<file path="src/rtl/spi_arbiter.sv">
// ---------------------------------------------------------------------------
// spi_arbiter
//
// Shares one SPI master between two requesters (req0 = inertial sensor
// interface, req1 = A2D/aux interface). Each requester talks to this block
// exactly as it would talk to the SPI master itself: it pulses snd with a
// command and later sees a done pulse with the response. The arbiter holds
// one pending command per requester, picks a winner when the bus is free,
// forwards the command, routes the response back, and then keeps the bus
// quiet for GAP_CYC cycles so SS_n has a guard time between transactions.
//
// Build option:
//   SPI_ARB_RR_EN defined   -> round-robin on ties (requester not granted
//                              last wins).
//   SPI_ARB_RR_EN undefined -> fixed priority, req0 always wins ties.
//
// Parameters:
//   CMD_W    width of command/response words
//   GAP_CYC  idle cycles between SPI transactions (1..15)
//
// Ports:
//   clk, rst_n          clock, synchronous active-low reset
//   reqN_snd / reqN_cmd 1-cycle request pulse and its command (N = 0, 1)
//   reqN_done           1-cycle pulse when requester N's transaction ends
//   reqN_resp           last response for requester N, held until next done
//   reqN_busy           requester N has a command pending or in flight
//   reqN_ovr            1-cycle pulse: a snd from N was dropped while busy
//   spi_snd / spi_cmd   start pulse and command toward the SPI master
//   spi_done / spi_resp completion pulse and response from the SPI master
//   grant               one-hot current bus owner (00 = none)
// ---------------------------------------------------------------------------
module spi_arbiter #(
    parameter int CMD_W   = 16,
    parameter int GAP_CYC = 4
) (
    input  logic             clk,
    input  logic             rst_n,
    input  logic             req0_snd,
    input  logic [CMD_W-1:0] req0_cmd,
    output logic             req0_done,
    output logic [CMD_W-1:0] req0_resp,
    output logic             req0_busy,
    output logic             req0_ovr,
    input  logic             req1_snd,
    input  logic [CMD_W-1:0] req1_cmd,
    output logic             req1_done,
    output logic [CMD_W-1:0] req1_resp,
    output logic             req1_busy,
    output logic             req1_ovr,
    output logic             spi_snd,
    output logic [CMD_W-1:0] spi_cmd,
    input  logic             spi_done,
    input  logic [CMD_W-1:0] spi_resp,
    output logic [1:0]       grant
);

    typedef enum logic [1:0] {IDLE, ISSUE, BUSY, GAP} state_t;

    localparam logic [3:0] GAP_LAST = 4'(GAP_CYC - 1);

    state_t           state;
    logic [3:0]       gap_cnt;
    logic [1:0]       pending;
    logic [CMD_W-1:0] pend_cmd0;
    logic [CMD_W-1:0] pend_cmd1;
    logic             clr0;
    logic             clr1;
    logic             acc0;
    logic             acc1;
    logic             pick1;

    // A requester's pending bit is cleared by the SPI completion of its own
    // transaction. A new snd landing in that very cycle is still accepted,
    // so the set has to win over the clear.
    assign clr0 = (state == BUSY) && spi_done && grant[0];
    assign clr1 = (state == BUSY) && spi_done && grant[1];
    assign acc0 = req0_snd && (!pending[0] || clr0);
    assign acc1 = req1_snd && (!pending[1] || clr1);

    assign req0_busy = pending[0];
    assign req1_busy = pending[1];

`ifdef SPI_ARB_RR_EN
    // 'last' remembers which requester owned the bus most recently
    // (1 = req1); on a tie the other one is served.
    logic last;

    assign pick1 = pending[1] && (!pending[0] || !last);
`else
    // Fixed priority: req1 only wins when req0 has nothing queued.
    assign pick1 = pending[1] && !pending[0];
`endif

    // Pending latches, response routing and the bus FSM all live in one
    // clocked block so every output is a register. Pulse outputs default
    // low each cycle and are raised only for the single cycle they mean
    // something. Reset drops any in-flight request without a done pulse.
    always_ff @(posedge clk) begin
        if (!rst_n) begin
            state     <= IDLE;
            gap_cnt   <= '0;
            pending   <= '0;
            pend_cmd0 <= '0;
            pend_cmd1 <= '0;
            req0_done <= 1'b0;
            req1_done <= 1'b0;
            req0_ovr  <= 1'b0;
            req1_ovr  <= 1'b0;
            req0_resp <= '0;
            req1_resp <= '0;
            spi_snd   <= 1'b0;
            spi_cmd   <= '0;
            grant     <= 2'b00;
`ifdef SPI_ARB_RR_EN
            last      <= 1'b1;
`endif
        end else begin
            req0_done <= 1'b0;
            req1_done <= 1'b0;
            spi_snd   <= 1'b0;
            req0_ovr  <= req0_snd && !acc0;
            req1_ovr  <= req1_snd && !acc1;

            if (acc0) begin
                pending[0] <= 1'b1;
                pend_cmd0  <= req0_cmd;
            end else if (clr0) begin
                pending[0] <= 1'b0;
            end

            if (acc1) begin
                pending[1] <= 1'b1;
                pend_cmd1  <= req1_cmd;
            end else if (clr1) begin
                pending[1] <= 1'b0;
            end

            case (state)
                IDLE: begin
                    if (|pending) begin
                        grant   <= pick1 ? 2'b10 : 2'b01;
                        spi_cmd <= pick1 ? pend_cmd1 : pend_cmd0;
`ifdef SPI_ARB_RR_EN
                        last    <= pick1;
`endif
                        state   <= ISSUE;
                    end
                end
                ISSUE: begin
                    spi_snd <= 1'b1;
                    state   <= BUSY;
                end
                BUSY: begin
                    if (spi_done) begin
                        if (grant[1]) begin
                            req1_resp <= spi_resp;
                            req1_done <= 1'b1;
                        end else begin
                            req0_resp <= spi_resp;
                            req0_done <= 1'b1;
                        end
                        grant   <= 2'b00;
                        gap_cnt <= '0;
                        state   <= GAP;
                    end
                end
                GAP: begin
                    if (gap_cnt == GAP_LAST) begin
                        state <= IDLE;
                    end else begin
                        gap_cnt <= gap_cnt + 4'd1;
                    end
                end
                default: state <= IDLE;
            endcase
        end
    end

endmodule

</file>
<file path="config.mk">
export PLATFORM = sky130hd
export DESIGN_NAME = spi_arbiter
export DESIGN_NICKNAME = d
export VERILOG_FILES = /design/src/rtl/spi_arbiter.sv
export SDC_FILE = /design/constraint.sdc
export NUM_CORES = 1
export LEC_CHECK = 0
export ABC_AREA = 1
export CAP_MARGIN = 30
export CORE_ASPECT_RATIO = 1.75
export CORE_MARGIN = 2
export CORE_UTILIZATION = 45
export DETAILED_ROUTE_END_ITERATION = 12
export HOLD_SLACK_MARGIN = 0.1
export PLACE_DENSITY = 0.77
export SETUP_SLACK_MARGIN = 0.1
export SYNTH_ARGS = -nofsm -noshare
export SYNTH_HDL_FRONTEND = slang
export SYNTH_SLANG_ARGS = --single-unit
</file>
<file path="constraint.sdc">
create_clock -name clk -period 1.93 [get_ports clk]
set_input_delay 0.4825 -clock clk [delete_from_list [all_inputs] [get_ports clk]]
set_output_delay 0.4825 -clock clk [all_outputs]
set_load 0.05 [all_outputs]
</file>
; ---- Yosys cells after proc, flatten, opt, wreduce, memory -nomap -nowiden
; Index checks and enable logic that the tools add are counted.
[classes]
add_sub_neg = 1
n_eq_ne = 8
n_mux = 19
bitwise = 1
n_reduce_logical = 27
[op_table]
columns = operator, n
row1 = $reduce_and A3 Y1, 6
row2 = $mux W16, 1
row3 = $mux W2, 6
row4 = $logic_and A1 B1 Y1, 8
row5 = $mux W4, 2
row6 = $ne A2 B2 Y1 const B, 4
row7 = $pmux W2 S4, 1
row8 = $pmux W4 S2, 1
row9 = $reduce_bool A2 Y1, 4
row10 = $mux W1, 7
row11 = $add A4 B1 Y4 const B, 1
row12 = $eq A2 B2 Y1 const B, 2
row13 = $eq A4 B2 Y1 const B, 1
row14 = $logic_not A1 Y1, 4
row15 = $pmux W2 S2, 1
row16 = $eq A2 B1 Y1 const B, 1
row17 = $logic_not A2 Y1, 1
row18 = $logic_or A1 B1 Y1, 2
row19 = $reduce_and A2 Y1, 1
row20 = $reduce_or A2 Y1, 1
row21 = $not A1 Y1, 1
[word_totals]
regBits = 95
inputBits = 53
output_inout_bits = 57
elab_cells = 71

; ---- Depth between registers and ports, before layout
; Gate-level depths: netlist of the first run.
[depth]
depth_word = 7
ltp_mapped = 11
depth_no_buf = 10

; ---- Worst setup path before layout of the first run
; Ideal clock, no wire load.
[synth_timing]
kind = flip-flop to flip-flop
from = register pending[1]
to = register spi_cmd[10]
setup_time_ns = 0.120
arrival_ns = 1.450
t_required_ns = 1.810
slack_ns = 0.360
path_stages_with_launch = 7
n_path_buf = 1
synth_period_minus_slack_ns = 1.570
path_cell_list = dfxtp_1 inv_2 nor2_4 inv_2 buf_2 a21oi_1 a21oi_1
[synth_between]
elab_chain_len = 2
word_cells_on_any_way = 4
classes_between = mux: 1 / reduce/logical: 3
[synth_lines]
columns = element, line_no
row1 = start: declaration, 63  ; logic [1:0] pending;
row2 = start signal: assignment, 102  ; pending <= '0;
row3 = start signal: assignment, 132  ; pending[1] <= 1'b1;
row4 = start signal: assignment, 135  ; pending[1] <= 1'b0;
row5 = $reduce_or A2 Y1 / $logic_and A1 B1 Y1 (equally long branches), "140, 91"
row6 = $reduce_and A2 Y1 (no source line) / $mux W16 (equally long branches), --
row7 = end signal: assignment, 142  ; spi_cmd <= pick1 ? pend_cmd1 : pend_cmd0;
row8 = end: declaration, 51  ; output logic [CMD_W-1:0] spi_cmd,
; Several ways; a longest one is shown, not always the timed one.
; A chain may end at the register's enable or synchronous reset.

; ---- Worst setup path in the final report of the first run
[layout_timing]
from = register grant[1]
to = output grant[1]
[layout_rtl]
columns = element, line_no
row1 = start: declaration, 54  ; output logic [1:0] grant
row2 = start signal: assignment, 141  ; grant <= pick1 ? 2'b10 : 2'b01;
; No word-level cell between the ends.

==> flow_summary.json, run 1 <==
{
  "worst-setup-path-type": "reg -> out",
  "worstHoldEndpoint": "req1_resp[5]",
  "cts_hold_buf": 0,
  "drv_cap": 0,
  "cts_max_level": 3,
  "antenna_found_initial": 0,
  "post_cts_buffers": 0,
  "synth_compound_area_share_pct": 17.0,
  "synth-edff-count": 0,
  "worstSkewPairLatency_ps": 340,
  "grt_pass1_vias": 3468,
  "die_w_um": 72.4,
  "synth_seq_cells": 95,
  "seq_area_frac_synth_pct": 51.6,
  "holdCritStartpoint": "req1_resp[5]",
  "fin_nets": 643,
  "clk_pin_slew_worst_paths_ps": 70,
  "drt_iter0_markers": 219,
  "seq_power_share_pct": 35.8,
  "slew_headroom_pct": 46.8,
  "min_path_cells": 2,
  "slowest_delay_ps": 720,
  "cts-resized-gates": 3,
  "postRouteAntennaNets": 0,
  "combPwrFrac_pct": 34.7,
  "io_buffers": 109,
  "grt-ovfl-total": 0,
  "path_delay_family": "flip-flops",
  "num_antenna_cells": 0,
  "post-route-drc-count": 0,
  "setup-violations-final": 0,
  "status": "complete, no violations",
  "rows": 43,
  "rsz0062_at_grt": "false",
  "cp_slowest_cell": "dfxtp_1",
  "setup_ws_ps": 166,
  "path_cells": "buf_12",
  "root_buffer": "clkbuf_16",
  "synthTopCellsByArea": "dfxtp_1 (52%), nor2_1 (11%), a21oi_1 (7.5%)",
  "slew_viol_final": 0,
  "hold_viol": 0,
  "detailed_place_hpwl_mm": 6.98,
  "gp_congestion": 0.856,
  "grt_pass1_wl_mm": 16.3,
  "routedWlPerCell_um": 14.9,
  "synthCells": 474,
  "layout-drive-gt1-share_pct": 17.5,
  "start_util_pct": 46.3,
  "reg2reg_slack_ps": 240,
  "via_per_inst": 5.25,
  "reg2reg_to": "grant[0]",
  "area_growth_pct": 39.2,
  "clock_path_buffers": 2,
  "ir_drop_uv": 1080,
  "synth_common_cells": "nor2_1 (112), dfxtp_1 (95), nand2_1 (60)",
  "crit_path_start_kind": "register",
  "power_density_nw_per_um2": 1370,
  "synth-main-ff-cell": "dfxtp_1",
  "rr_startpoint": "pending[1]",
  "p_clk_share_pct": 29.5,
  "synth_mux_area_share_pct": 0,
  "netSwitchingFraction_pct": 37.8,
  "route.vias.total": 3572,
  "synth_area_leader_cell": "dfxtp_1",
  "yosys.cell_count.top_type": "nor2_1",
  "postSynth.asyncResetShare_pct": 0,
  "arrival_ps": 1280,
  "grt_usage_pct": 23.5,
  "fmax_mhz": 567,
  "tightest_slew_ps": 797,
  "syn_area_per_cell_um2": 7.78,
  "yosys.area_share.simple_pct": 23.6,
  "die_area_um2": 8960,
  "cp_max_fo": 9,
  "reg2reg_depth": 5,
  "post-route-min-period_ps": 1760,
  "leakagePower_uw": 0.00221,
  "core_um2": 7960,
  "ys_warn_count": 0,
  "die_h_um": 124,
  "clock_skew_ps": 5.72,
  "min_path_type": "reg -> reg",
  "hold_ws_ps": 465,
  "cts_sinks": 95,
  "cts_tree": "done",
  "synthAdderAreaFrac_pct": 1.70,
  "syn_area_um2": 3690,
  "syn-num-nets": 532,
  "p_switching_uw": 2660,
  "yosysUniqueCellTypes": 31,
  "synth_top_area_share_pct": 51.6,
  "place_ws_ps": -81.9,
  "critPathBufInv": 1,
  "synth_xor_area_share_pct": 0,
  "grt_max_degree": 54,
  "firstDrtPassIters": 4,
  "required_ps": 1450,
  "synth_top_family_by_area": "simple AND/OR/NAND/NOR gates",
  "intPower_uw": 4380,
  "cts_buffers": 9,
  "boundaryPins": 110,
  "cp-end-kind": "output pin",
  "period_share_pct": 91.4,
  "wl_mm": 10.1
}
-- logic make-up after synthesis --
kind of cell | after synthesis
buffers and inverters | 46
AND/OR/NAND/NOR | 206
flip-flops | 95
AO/OA/AOI/OAI | 122
adder cells (fa/ha/maj) | 5
-- routing by layer --
metal | track usage [%] | vias up | routed length (um)
met5 | 0 | - | 0
met4 | 9.95 | 0 | 159
met3 | 5.50 | 14 | 578
met2 | 42.0 | 111 | 5600
met1 | 26.4 | 1683 | 3810
li1 | - | 1764 | -
-- worst register-to-register path, cell delays in order, from the launching register on --
cell and delay (ps):
dfxtp_1 430, o21ai_2 700, a21oi_1 200, nand2_1 120, nand2_1 70, nor2_1 100
-- worst max-delay path by stage --
stage                     from            end  slack (ps)  cells after the start
floorplan           pending[1]    spi_cmd[10]         360                      6
global placement      spi_done   pend_cmd1[3]         -60                      9
detailed placement    spi_done  pend_cmd1[15]         -80                      9
CTS                   state[0]  pend_cmd1[10]         130                     10
global route        pending[0]       grant[0]         120                      5
finish                grant[1]       grant[1]         170                      1
-- area by class of cell --
type	instances	area [um2]
clock buffers	10	239
clock inverters	6	115
fillers	699	2830
inverters	23	97.6
multi-input cells	333	1570
flip-flops and latches	95	1900
well taps	90	113
repair buffers	123	1090
-- stage by stage --
stage          power (uW)  util (%)  cell area, um2  instances  setup TNS, ps
2_1_floorplan        4170         -            3690        474              0
5_1_grt              7390      64.4            5130        680              0
4_1_cts              7050      64.2            5110        680              0
6_report             7040      64.4            5130        680              0
3_5_place_dp         4950      59.8            4760        664          -1180
3_3_place_gp         4910      59.8            4760        664           -843
-- registers in the layout, indices dropped and copies added (netlist names), 2 cells and up --
register   cells
req1_resp     16
pend_cmd1     16
gap_cnt        4
spi_cmd       16
pending        2
grant          2
pend_cmd0     16
state          2
req0_resp     16
-- cell usage in the layout, fill, tap and decap left out --
| cell type | count |
|---|---|
| nor2_1 | 112 |
| dfxtp_1 | 94 |
| buf_4 | 65 |
| nand2_1 | 60 |
| o21ai_0 | 54 |
| a21oi_1 | 54 |
| clkdlybuf4s50_1 | 51 |
| nand3_1 | 21 |
| inv_1 | 16 |
| o21ai_1 | 11 |
| clkbuf_16 | 9 |
| ha_1 | 5 |
| nor2_4 | 3 |
| bufinv_16 | 3 |
| dlygate4sd2_1 | 3 |
| buf_12 | 3 |
| nand2_4 | 2 |
| clkinv_1 | 2 |
| clkinv_2 | 2 |
| inv_6 | 2 |
| nand2_8 | 2 |
| nor3_1 | 2 |
| inv_2 | 2 |
| nand4_1 | 2 |
| o21ai_4 | 1 |
| nand2_2 | 1 |
| clkinv_4 | 1 |
| o21ai_2 | 1 |
| a21oi_2 | 1 |
| or2_2 | 1 |
| inv_8 | 1 |
| clkbuf_8 | 1 |
| buf_2 | 1 |
| dfxtp_2 | 1 |
-- power groups by stage --
stage / clock, uW / combinational (uW) / sequential, uW
after floorplan: 0 / 954 / 3210
after global placement: 0 / 2370 / 2550
after detailed placement: 0 / 2400 / 2550
after CTS: 2110 / 2430 / 2510
after global routing: 2190 / 2650 / 2550
final: 2080 / 2440 / 2520
No activity file was read; power rests on OpenSTA's default activity.
==> inputs of run 2 (changes only) <==
--- a/config.mk
+++ b/config.mk
@@ -8,3 +8,3 @@
 export ABC_AREA = 1
-export CAP_MARGIN = 30
+export CAP_MARGIN = 20
 export CORE_ASPECT_RATIO = 1.75
@@ -13,3 +13,2 @@
 export DETAILED_ROUTE_END_ITERATION = 12
-export HOLD_SLACK_MARGIN = 0.1
 export PLACE_DENSITY = 0.77
--- a/constraint.sdc
+++ b/constraint.sdc
@@ -3,2 +3,2 @@
 set_output_delay 0.4825 -clock clk [all_outputs]
-set_load 0.05 [all_outputs]
+set_load 0.005 [all_outputs]
==> run 2 against run 1 <==
  * Setup slack got worse by 34 ps
  * Wire length fell by 2.7%
  * Final cell count fell by 0.15%
  * Via count fell by 2.1%
  * Clock skew rose by 2.3 ps
  * Critical path depth did not move
  * Clock-buffer cell count did not move
  * First-iteration DRC count fell by 20%
  * Total power fell by 13%
  * Flip-flop and latch count did not move
==> flow_summary.json, run 2 (synthesis results as in run 1) <==
{
  "leakagePower_uw": 0.00207,
  "cp-end-kind": "output pin",
  "grt_usage_pct": 22.5,
  "routedWlPerCell_um": 14.5,
  "worstSkewPairLatency_ps": 340,
  "grt-ovfl-total": 0,
  "slew_headroom_pct": 50.0,
  "path_delay_family": "buffers and inverters",
  "clk_pin_slew_worst_paths_ps": 60,
  "fmax_mhz": 556,
  "cts_sinks": 95,
  "critPathBufInv": 1,
  "final_common_cell": "nor2_1",
  "slowest_delay_ps": 550,
  "layout-drive-gt1-share_pct": 8.15,
  "required_ps": 1450,
  "via_per_inst": 5.15,
  "worst-setup-path-type": "reg -> out",
  "rows": 43,
  "rsz0062_at_grt": "true",
  "clock_skew_ps": 8.02,
  "hold_ws_ps": 459,
  "status": "complete, no violations",
  "root_buffer": "clkbuf_16",
  "post-route-drc-count": 0,
  "period_share_pct": 93.2,
  "num_antenna_cells": 0,
  "core_um2": 7960,
  "clock_path_buffers": 2,
  "firstDrtPassIters": 4,
  "cts_max_level": 3,
  "gp_congestion": 0.847,
  "dpl_cell_area_um2": 4850,
  "post_cts_buffers": 0,
  "cp.depth": 1,
  "path_cells": "clkdlybuf4s50_1",
  "power_density_nw_per_um2": 1180,
  "drt_iter0_markers": 176,
  "slew_viol_final": 0,
  "detailed_place_hpwl_mm": 7.04,
  "cts_buffers": 9,
  "ir_drop_uv": 836,
  "cp_slowest_cell": "clkdlybuf4s50_1",
  "route.vias.total": 3498,
  "min_path_cells": 2,
  "postRouteAntennaNets": 0,
  "setup-violations-final": 0,
  "grt_pass1_wl_mm": 15.5,
  "crit_path_start_kind": "register",
  "dp.cells": 663,
  "wl_mm": 9.87,
  "arrival_ps": 1320,
  "min_path_type": "reg -> reg",
  "finalInstanceArea_um2": 5190,
  "tightest_slew_ps": 750,
  "area_growth_pct": 40.9,
  "die_area_um2": 8960,
  "grt_max_degree": 56,
  "final_cell_mix": "nor2_1 (112), clkdlybuf4s50_1 (108), dfxtp_1 (93), nand2_1 (60), a21oi_1 (55)",
  "die_h_um": 124,
  "reg2reg_depth": 10,
  "post-route-min-period_ps": 1800,
  "boundaryPins": 110,
  "hold_viol": 0,
  "io_buffers": 109,
  "antenna_found_initial": 0,
  "die_w_um": 72.4,
  "drv_cap": 0,
  "fin_nets": 642,
  "grt_pass1_vias": 3397,
  "start_util_pct": 46.3,
  "cts_tree": "done",
  "final_cell_count_no_fill": 679,
  "cp_max_fo": 5,
  "post-route-util_pct": 65.2
}
run 2: per-stage QoR:
stage	setup slack [ps]	setup TNS (ps)	total power, uW
4_1_cts	118	0	6170
6_report	132	0	6150
2_1_floorplan	389	0	3440
3_5_place_dp	-120	-1910	4240
5_1_grt	74.7	0	6490
3_3_place_gp	-96.9	-1390	4200
run 2: area by class of cell:
class | instances | area [um2]
timing repair buffer | 122 | 1180
inverter | 23 | 100
clock inverter | 6 | 92.6
clock buffer | 10 | 239
multi-input combinational | 333 | 1560
fill | 704 | 2770
sequential | 95 | 1900
tap | 90 | 113
run 2: worst paths after layout:
| check | slack (ps) | to | from |
|---|---|---|---|
| worst max register to register | 220 | pend_cmd1[14] | state[0] |
| worst max-delay path | 130 | req0_busy | pending[0] |
| worst min-delay path | 460 | req1_resp[15] | req1_resp[15] |
| worst min register to register | 460 | req1_resp[15] | req1_resp[15] |
run 2: report_power, final:
group	internal (uW)	switching, uW
Combinational	823	949
Sequential	2280	181
Clock	1180	743
Total	4280	1870
run 2: per-layer routing:
| layer | vias to the layer above | wire length, um | GRT usage, % |
|---|---|---|---|
| li1 | 1767 | - | - |
| met1 | 1602 | 3930 | 23.8 |
| met2 | 100 | 5010 | 39.8 |
| met3 | 29 | 503 | 4.21 |
| met4 | 0 | 426 | 15.2 |
| met5 | - | 0 | 0 |
run 2: what timing repair did:
action                                  CTS  global route
gates resized for setup                   2             2
endpoints found under the setup margin    2            26
hold buffers                              0             0
